**config.mk**
```make
export PLATFORM = sky130hd
export DESIGN_NAME = pipelined_adder_tree_flat
export DESIGN_NICKNAME = d
export VERILOG_FILES = /design/src/rtl/pipelined_adder_tree_if.sv /design/src/rtl/pipelined_adder_tree.sv /design/src/flat_wrapper.sv
export SDC_FILE = /design/constraint.sdc
export NUM_CORES = 1
export LEC_CHECK = 0
export BUFFER_PORTS_ARGS = -buffer_cell sky130_fd_sc_hd__clkbuf_2
export CORE_MARGIN = 2
export CORE_UTILIZATION = 50
export DETAILED_ROUTE_END_ITERATION = 7
export MAX_ROUTING_LAYER = met4
export PLACE_DENSITY = 0.81
export SLEW_MARGIN = 20
export SYNTH_ARGS = -nofsm -noshare
export SYNTH_HDL_FRONTEND = slang
export SYNTH_SLANG_ARGS = --single-unit
```
**constraint.sdc**
```tcl
create_clock -name clk -period 5.4 [get_ports clk]
set_input_delay 0.81 -clock clk [delete_from_list [all_inputs] [get_ports clk]]
set_output_delay 0.81 -clock clk [all_outputs]
set_load 0.01 [all_outputs]
```
**src/rtl/pipelined_adder_tree_if.sv**
```systemverilog
// Valid/ready bundle for the pipelined adder tree.
// master drives operands and out_ready; slave is the tree itself.
//
// Signals:
//   in_valid  / in_ready  : operand vector handshake
//   in        : N operands, operand k at bits [W*k +: W]
//   out_valid / out_ready : result handshake
//   out       : narrowed sum (OUTW bits)
//   ovf       : sum did not fit in OUTW bits
interface pipelined_adder_tree_if #(
    parameter int N    = 8,
    parameter int W    = 16,
    parameter int OUTW = W + $clog2(N)
);
    logic            in_valid;
    logic            in_ready;
    logic [N*W-1:0]  in;
    logic            out_valid;
    logic            out_ready;
    logic [OUTW-1:0] out;
    logic            ovf;

    modport master (
        output in_valid,
        input  in_ready,
        output in,
        input  out_valid,
        output out_ready,
        input  out,
        input  ovf
    );

    modport slave (
        input  in_valid,
        output in_ready,
        input  in,
        output out_valid,
        input  out_ready,
        output out,
        output ovf
    );
endinterface

```
**src/rtl/pipelined_adder_tree.sv**
```systemverilog
// Pipelined binary adder tree: one register stage per reduction level,
// full-precision internal sums, optional saturation on the final narrowing.
//
// Ports:
//   clk : clock, all state changes on rising edge
//   rst : synchronous active-high reset (clears valid bits and out/ovf)
//   bus : pipelined_adder_tree_if.slave
//         in_valid/in_ready/in, out_valid/out_ready/out/ovf
module pipelined_adder_tree #(
    parameter int N      = 8,
    parameter int W      = 16,
    parameter int SIGNED = 0,
    parameter int OUTW   = W + $clog2(N),
    parameter int SAT    = 0
) (
    input  logic                 clk,
    input  logic                 rst,
    pipelined_adder_tree_if.slave bus
);

    localparam int FW = W + $clog2(N);
    localparam int L  = (N > 1) ? $clog2(N) : 1;

    // Number of live elements after `lvl` reduction levels.
    function automatic int lvl_cnt(input int lvl);
        int c;
        c = N;
        for (int i = 0; i < lvl; i++) begin
            c = (c + 1) / 2;
        end
        return c;
    endfunction

    logic          adv;
    logic [FW-1:0] lvl_in [L][N];
    logic [FW-1:0] sum    [L][N];
    logic [FW-1:0] data_d [L][N];
    logic [FW-1:0] data_q [L][N];
    logic [L-1:0]  vld_d;
    logic [L-1:0]  vld_q;

    logic [FW-1:0]   tree_sum;
    logic [OUTW-1:0] nar_out;
    logic            nar_ovf;
    logic [OUTW-1:0] out_d;
    logic [OUTW-1:0] out_q;
    logic            ovf_d;
    logic            ovf_q;

    // The whole pipe moves as one unit; a stalled output freezes every stage.
    assign adv          = !vld_q[L-1] || bus.out_ready;
    assign bus.in_ready = adv;

    always_comb begin : level_inputs
        for (int s = 0; s < L; s++) begin
            for (int k = 0; k < N; k++) begin
                lvl_in[s][k] = '0;
            end
        end
        for (int k = 0; k < N; k++) begin
            if (SIGNED != 0) begin
                lvl_in[0][k] = FW'($signed(bus.in[W*k +: W]));
            end else begin
                lvl_in[0][k] = FW'(bus.in[W*k +: W]);
            end
        end
        for (int s = 1; s < L; s++) begin
            for (int k = 0; k < N; k++) begin
                lvl_in[s][k] = data_q[s-1][k];
            end
        end
    end

    // Pairwise reduction; an odd leftover element passes through unchanged.
    always_comb begin : reduce
        int ia;
        int ib;
        for (int s = 0; s < L; s++) begin
            for (int j = 0; j < N; j++) begin
                ia = (2 * j < N) ? 2 * j : N - 1;
                ib = (2 * j + 1 < N) ? 2 * j + 1 : N - 1;
                sum[s][j] = '0;
                if (j < lvl_cnt(s + 1)) begin
                    if (2 * j + 1 < lvl_cnt(s)) begin
                        sum[s][j] = lvl_in[s][ia] + lvl_in[s][ib];
                    end else begin
                        sum[s][j] = lvl_in[s][ia];
                    end
                end
            end
        end
    end

    assign tree_sum = sum[L-1][0];

    generate
        if (OUTW == FW) begin : g_full
            assign nar_out = tree_sum;
            assign nar_ovf = 1'b0;
        end else if (SIGNED != 0) begin : g_signed
            logic [FW-OUTW:0] hi;
            logic [OUTW-1:0]  smin;
            // In range only when every dropped bit repeats the new sign bit.
            assign hi      = tree_sum[FW-1:OUTW-1];
            assign nar_ovf = !((&hi) || !(|hi));
            always_comb begin
                smin = '0;
                smin[OUTW-1] = 1'b1;
            end
            assign nar_out = (SAT != 0 && nar_ovf)
                           ? (tree_sum[FW-1] ? smin : ~smin)
                           : tree_sum[OUTW-1:0];
        end else begin : g_unsigned
            logic [FW-OUTW-1:0] hi;
            assign hi      = tree_sum[FW-1:OUTW];
            assign nar_ovf = |hi;
            assign nar_out = (SAT != 0 && nar_ovf)
                           ? {OUTW{1'b1}}
                           : tree_sum[OUTW-1:0];
        end
    endgenerate

    always_comb begin : advance
        vld_d = vld_q;
        out_d = out_q;
        ovf_d = ovf_q;
        for (int s = 0; s < L; s++) begin
            for (int j = 0; j < N; j++) begin
                data_d[s][j] = data_q[s][j];
            end
        end
        // The last level lives in out_q, not in data_q.
        for (int j = 0; j < N; j++) begin
            data_d[L-1][j] = '0;
        end
        if (adv) begin
            vld_d[0] = bus.in_valid;
            for (int s = 1; s < L; s++) begin
                vld_d[s] = vld_q[s-1];
            end
            for (int s = 0; s < L - 1; s++) begin
                for (int j = 0; j < N; j++) begin
                    data_d[s][j] = sum[s][j];
                end
            end
            out_d = nar_out;
            ovf_d = nar_ovf;
        end
    end

    always_ff @(posedge clk) begin
        if (rst) begin
            vld_q <= '0;
            out_q <= '0;
            ovf_q <= 1'b0;
        end else begin
            vld_q <= vld_d;
            out_q <= out_d;
            ovf_q <= ovf_d;
        end
    end

    always_ff @(posedge clk) begin
        for (int s = 0; s < L; s++) begin
            for (int j = 0; j < N; j++) begin
                data_q[s][j] <= data_d[s][j];
            end
        end
    end

    assign bus.out_valid = vld_q[L-1];
    assign bus.out       = out_q;
    assign bus.ovf       = ovf_q;

endmodule

```
**src/flat_wrapper.sv**
```systemverilog
// flat-port wrapper written by rule: the top's interface ports become plain ports
module pipelined_adder_tree_flat 
#(
    parameter int N      = 8,
    parameter int W      = 16,
    parameter int SIGNED = 0,
    parameter int OUTW   = W + $clog2(N),
    parameter int SAT    = 0
)
  (clk, rst, bus_in_valid, bus_in_ready, bus_in, bus_out_valid, bus_out_ready, bus_out, bus_ovf);
  pipelined_adder_tree_if #(.N(N), .W(W), .OUTW(OUTW)) bus_i ();
  input  logic clk;
  input  logic rst;
  input wire logic [$bits(bus_i.in_valid)-1:0] bus_in_valid;
  output wire logic [$bits(bus_i.in_ready)-1:0] bus_in_ready;
  input wire logic [$bits(bus_i.in)-1:0] bus_in;
  output wire logic [$bits(bus_i.out_valid)-1:0] bus_out_valid;
  input wire logic [$bits(bus_i.out_ready)-1:0] bus_out_ready;
  output wire logic [$bits(bus_i.out)-1:0] bus_out;
  output wire logic [$bits(bus_i.ovf)-1:0] bus_ovf;
  assign bus_i.in_valid = bus_in_valid;
  assign bus_in_ready = bus_i.in_ready;
  assign bus_i.in = bus_in;
  assign bus_out_valid = bus_i.out_valid;
  assign bus_i.out_ready = bus_out_ready;
  assign bus_out = bus_i.out;
  assign bus_ovf = bus_i.ovf;
  pipelined_adder_tree #(.N(N), .W(W), .SIGNED(SIGNED), .OUTW(OUTW), .SAT(SAT)) u_core (.clk(clk), .rst(rst), .bus(bus_i));
endmodule
```
==> flow_metrics.env <==
export IMPL_status="finished clean"
export IMPL_ys_types=63
export IMPL_num_rows=48
export IMPL_p_int_mw=3.14
export IMPL_synth_top_family_by_area="compound AO/OA/AOI/OAI gates"
export IMPL_wire_per_inst_um=14.4
export IMPL_setup_ws_ns=2.50
export IMPL_root_buffer="clkbuf_16"
export IMPL_layout_nets=1260
export IMPL_die_x_um=137
export IMPL_dp_cells=1211
export IMPL_power_frac_seq_pct=32.0
export IMPL_tightest_slew_ns=0.837
export IMPL_min_to="u_core.bus.out[9]"
export IMPL_grt_pass1_wl_um=29400
export IMPL_yosys_area_share_simple_pct=11.4
export IMPL_ir_drop_mv=0.312
export IMPL_cts_buffer_depth=2
export IMPL_syn2layout_area_growth_pct=17.9
export IMPL_synthArstFlopShare_pct=0
export IMPL_post_cts_resized=0
export IMPL_first_iter_violations=317
export IMPL_max_freq_mhz=345
export IMPL_synth_xor_area_share_pct=8.67
export IMPL_power_density_mw_per_mm2=481
export IMPL_via_count=6859
export IMPL_finalCritPeriodShare_pct=53.7
export IMPL_p_switching_mw=1.85
export IMPL_finalSetupViolations=0
export IMPL_switching_share_pct=37.0
export IMPL_drc_errors=0
export IMPL_post_route_min_period_ns=2.90
export IMPL_final_core_util_pct=60.1
export IMPL_setup_tns_final_ns=0
export IMPL_p_leak_nw=4.64
export IMPL_cap_viol_max_count=0
export IMPL_synthMuxAreaShare_pct=0.455
export IMPL_io_buffers=152
export IMPL_firstDrtPassIters=5
export IMPL_holdCritStartpoint="u_core.bus.out[9]"
export IMPL_start_util_pct=51.0
export IMPL_synthesis_nets=1099
export IMPL_worstSetupStartpoint="bus_out_ready"
export IMPL_clk_latency_ns=0.42
export IMPL_postCtsSetupRepairBufs=0
export IMPL_core_mm2=0.0172
export IMPL_min_path_type="reg2reg"
export IMPL_synth_edf_count=104
export IMPL_h_tree_depth=4
export IMPL_reg2reg_depth=6
export IMPL_antenna_cells=0
export IMPL_comb_power_share_pct=46.5
export IMPL_register_area_mm2=0.00356
export IMPL_synth_seq_cells=126
export IMPL_cts_clk_slew_worst_paths_ns=0.06
export IMPL_rsz0062_at_grt="false"
export IMPL_antenna_found_initial=0
export IMPL_ios=154
export IMPL_cp_max_fo=68
export IMPL_grt_use_total_pct=20.3
export IMPL_dp_hpwl_um=14100
export IMPL_timing_rr_start="u_core.vld_q[2]"
export IMPL_drive_gt1_share_pct=19.4
export IMPL_holdPathStages=2
export IMPL_worstPathRequired_ns=4.59
export IMPL_numCtsBuffers=17
export IMPL_netlist_area_mm2=0.00879
export IMPL_final_max_slew_viol_count=0
export IMPL_yosys_warnings=0
export IMPL_critPathKind="in2out"
export IMPL_reg2reg_setup_slack_ns=2.88
export IMPL_worstPathArrival_ns=2.09
export IMPL_cts_tree="done"
export IMPL_place_area_mm2=0.00980
export IMPL_synth_fa_ha_area_share_pct=18.1
export IMPL_r2r_end="u_core.bus.out[18]"
export IMPL_slew_headroom_pct=44.2
export IMPL_synth_compound_area_share_pct=18.5
export IMPL_place_ws_ns=2.22
export IMPL_fin_skew_ns=0.00562
export IMPL_viasPerCell=5.52
export IMPL_grt_overflow=0
export IMPL_total_power_mw=4.98
export IMPL_ant_nets=0
export IMPL_clockPowerShare_pct=21.5
export IMPL_synth_cells=844
export IMPL_grt_pass1_vias=6506
export IMPL_fill_cells=1386
export IMPL_whs_ns=0.451
export IMPL_cts_sinks=126
export IMPL_die_area_mm2=0.0187
export IMPL_grt_max_degree=69
export IMPL_yosysSeqAreaShare_pct=40.5
export IMPL_synth_avg_cell_area_um2=10.4
export IMPL_die_h_um=137
export IMPL_cts_hold_buf=0
export IMPL_ys_flop_type="edfxtp_1"
export IMPL_routabilityCongestion=0.869
export IMPL_worstSetupStartpointType="primary input"
export IMPL_multi_input_area_mm2=0.00503
export IMPL_endpoint_kind="primary output"
export IMPL_final_cells=1243
export IMPL_final_area_mm2=0.0104
export IMPL_wl_um=17900
export IMPL_finalHoldViolCount=0
-- flip-flops by register name, indices dropped and copies added, names as in the netlist --
signal / cells
u_core.data_q: 104
u_core.bus.out: 19
u_core.vld_q: 3
-- routing by layer --
layer | GRT usage, % | part of all wire (%)
met5 | - | 0
met4 | 7.18 | 1.7
met3 | 3.59 | 4.6
met2 | 32.5 | 47
met1 | 26.1 | 47
-- worst max-delay path, stage by stage --
cell and delay (ns):
clkbuf_2 0.09, nor2b_2 0.03, buf_4 0.23, inv_4 0.61
clkbuf_2 0.26
-- layout make-up --
cell class / count / area share, %
Clock buffer: 17 / 4.10
Clock inverter: 15 / 1.36
Inverter: 38 / 1.40
Multi-Input combinational cell: 668 / 48.5
Sequential cell: 126 / 34.4
Tap cell: 225 / 2.72
Timing Repair Buffer: 154 / 7.49
-- how the worst max path moves through the flow --
stage | cells past startpoint | slack (ns) | endpoint
floorplan | 4 | 0.39 | bus_in_ready
global placement | 10 | 2.29 | u_core.data_q[0][130]
detailed placement | 10 | 2.22 | u_core.data_q[0][149]
CTS | 5 | 2.48 | bus_in_ready
global route | 5 | 2.43 | bus_in_ready
finish | 5 | 2.50 | bus_in_ready
-- power by group through the flow --
stage / sequential [mW] / combinational, mW / clock, mW
finish: 1.59 / 2.32 / 1.07
global route: 1.62 / 2.60 / 1.13
CTS: 1.60 / 2.30 / 1.09
detailed placement: 1.62 / 2.29 / 0
global placement: 1.61 / 2.21 / 0
floorplan: 1.58 / 1.76 / 0
-- logic make-up after synthesis --
kind of cell	count (synthesis)
compound gates	252
simple gates	201
flops	126
fa+ha+maj	123
xor+xnor	87
buf+inv	50
mux	4
other cells	1
-- cell usage after synthesis, drive strengths merged (3+ instances only) --
cell type | count | area share (%)
nand4 | 12 | 0.85
nor4b | 3 | 0.30
o21bai | 12 | 1.0
edfxtp | 104 | 36
nor2 | 38 | 1.6
o21a | 15 | 1.3
ha | 116 | 17
nand2b | 13 | 0.93
a311oi | 3 | 0.30
and3 | 12 | 0.85
nand2 | 54 | 2.3
a21o | 35 | 3.0
inv | 37 | 1.6
or3 | 6 | 0.43
a31oi | 15 | 1.3
mux2i | 4 | 0.46
o31ai | 4 | 0.34
a2111oi | 4 | 0.61
a21boi | 3 | 0.26
nand3 | 14 | 0.80
xor2 | 23 | 2.3
nor2b | 11 | 0.78
fa | 7 | 1.6
a211oi | 7 | 0.65
nor3 | 22 | 1.3
a31o | 3 | 0.30
o211ai | 3 | 0.26
o21ai | 50 | 2.8
a21oi | 82 | 4.7
xnor2 | 64 | 6.4
buf | 3 | 0.26
nor4 | 3 | 0.21
o221ai | 3 | 0.44
o311ai | 3 | 0.30
nand3b | 3 | 0.26
dfxtp | 22 | 5.0
clkbuf | 9 | 0.38
-- placed cells by master, fill, tap and decap left out, types with 13 or more instances in the layout --
| cell | netlist | layout |
|---|---|---|
| nand3_1 | 14 | 14 |
| ha_1 | 116 | 116 |
| a21oi_1 | 82 | 82 |
| nor3_1 | 22 | 22 |
| o21a_1 | 15 | 15 |
| a21o_1 | 35 | 35 |
| o21ai_0 | 36 | 36 |
| nand2_1 | 54 | 54 |
| inv_1 | 37 | 37 |
| nor2_1 | 38 | 38 |
| nand2b_1 | 13 | 13 |
| o21ai_1 | 14 | 14 |
| xnor2_1 | 64 | 64 |
| clkbuf_16 | 0 | 17 |
| xor2_1 | 23 | 23 |
| edfxtp_1 | 104 | 104 |
| clkbuf_2 | 0 | 152 |
| dfxtp_1 | 22 | 22 |
Power figures use the tool's default switching activity.
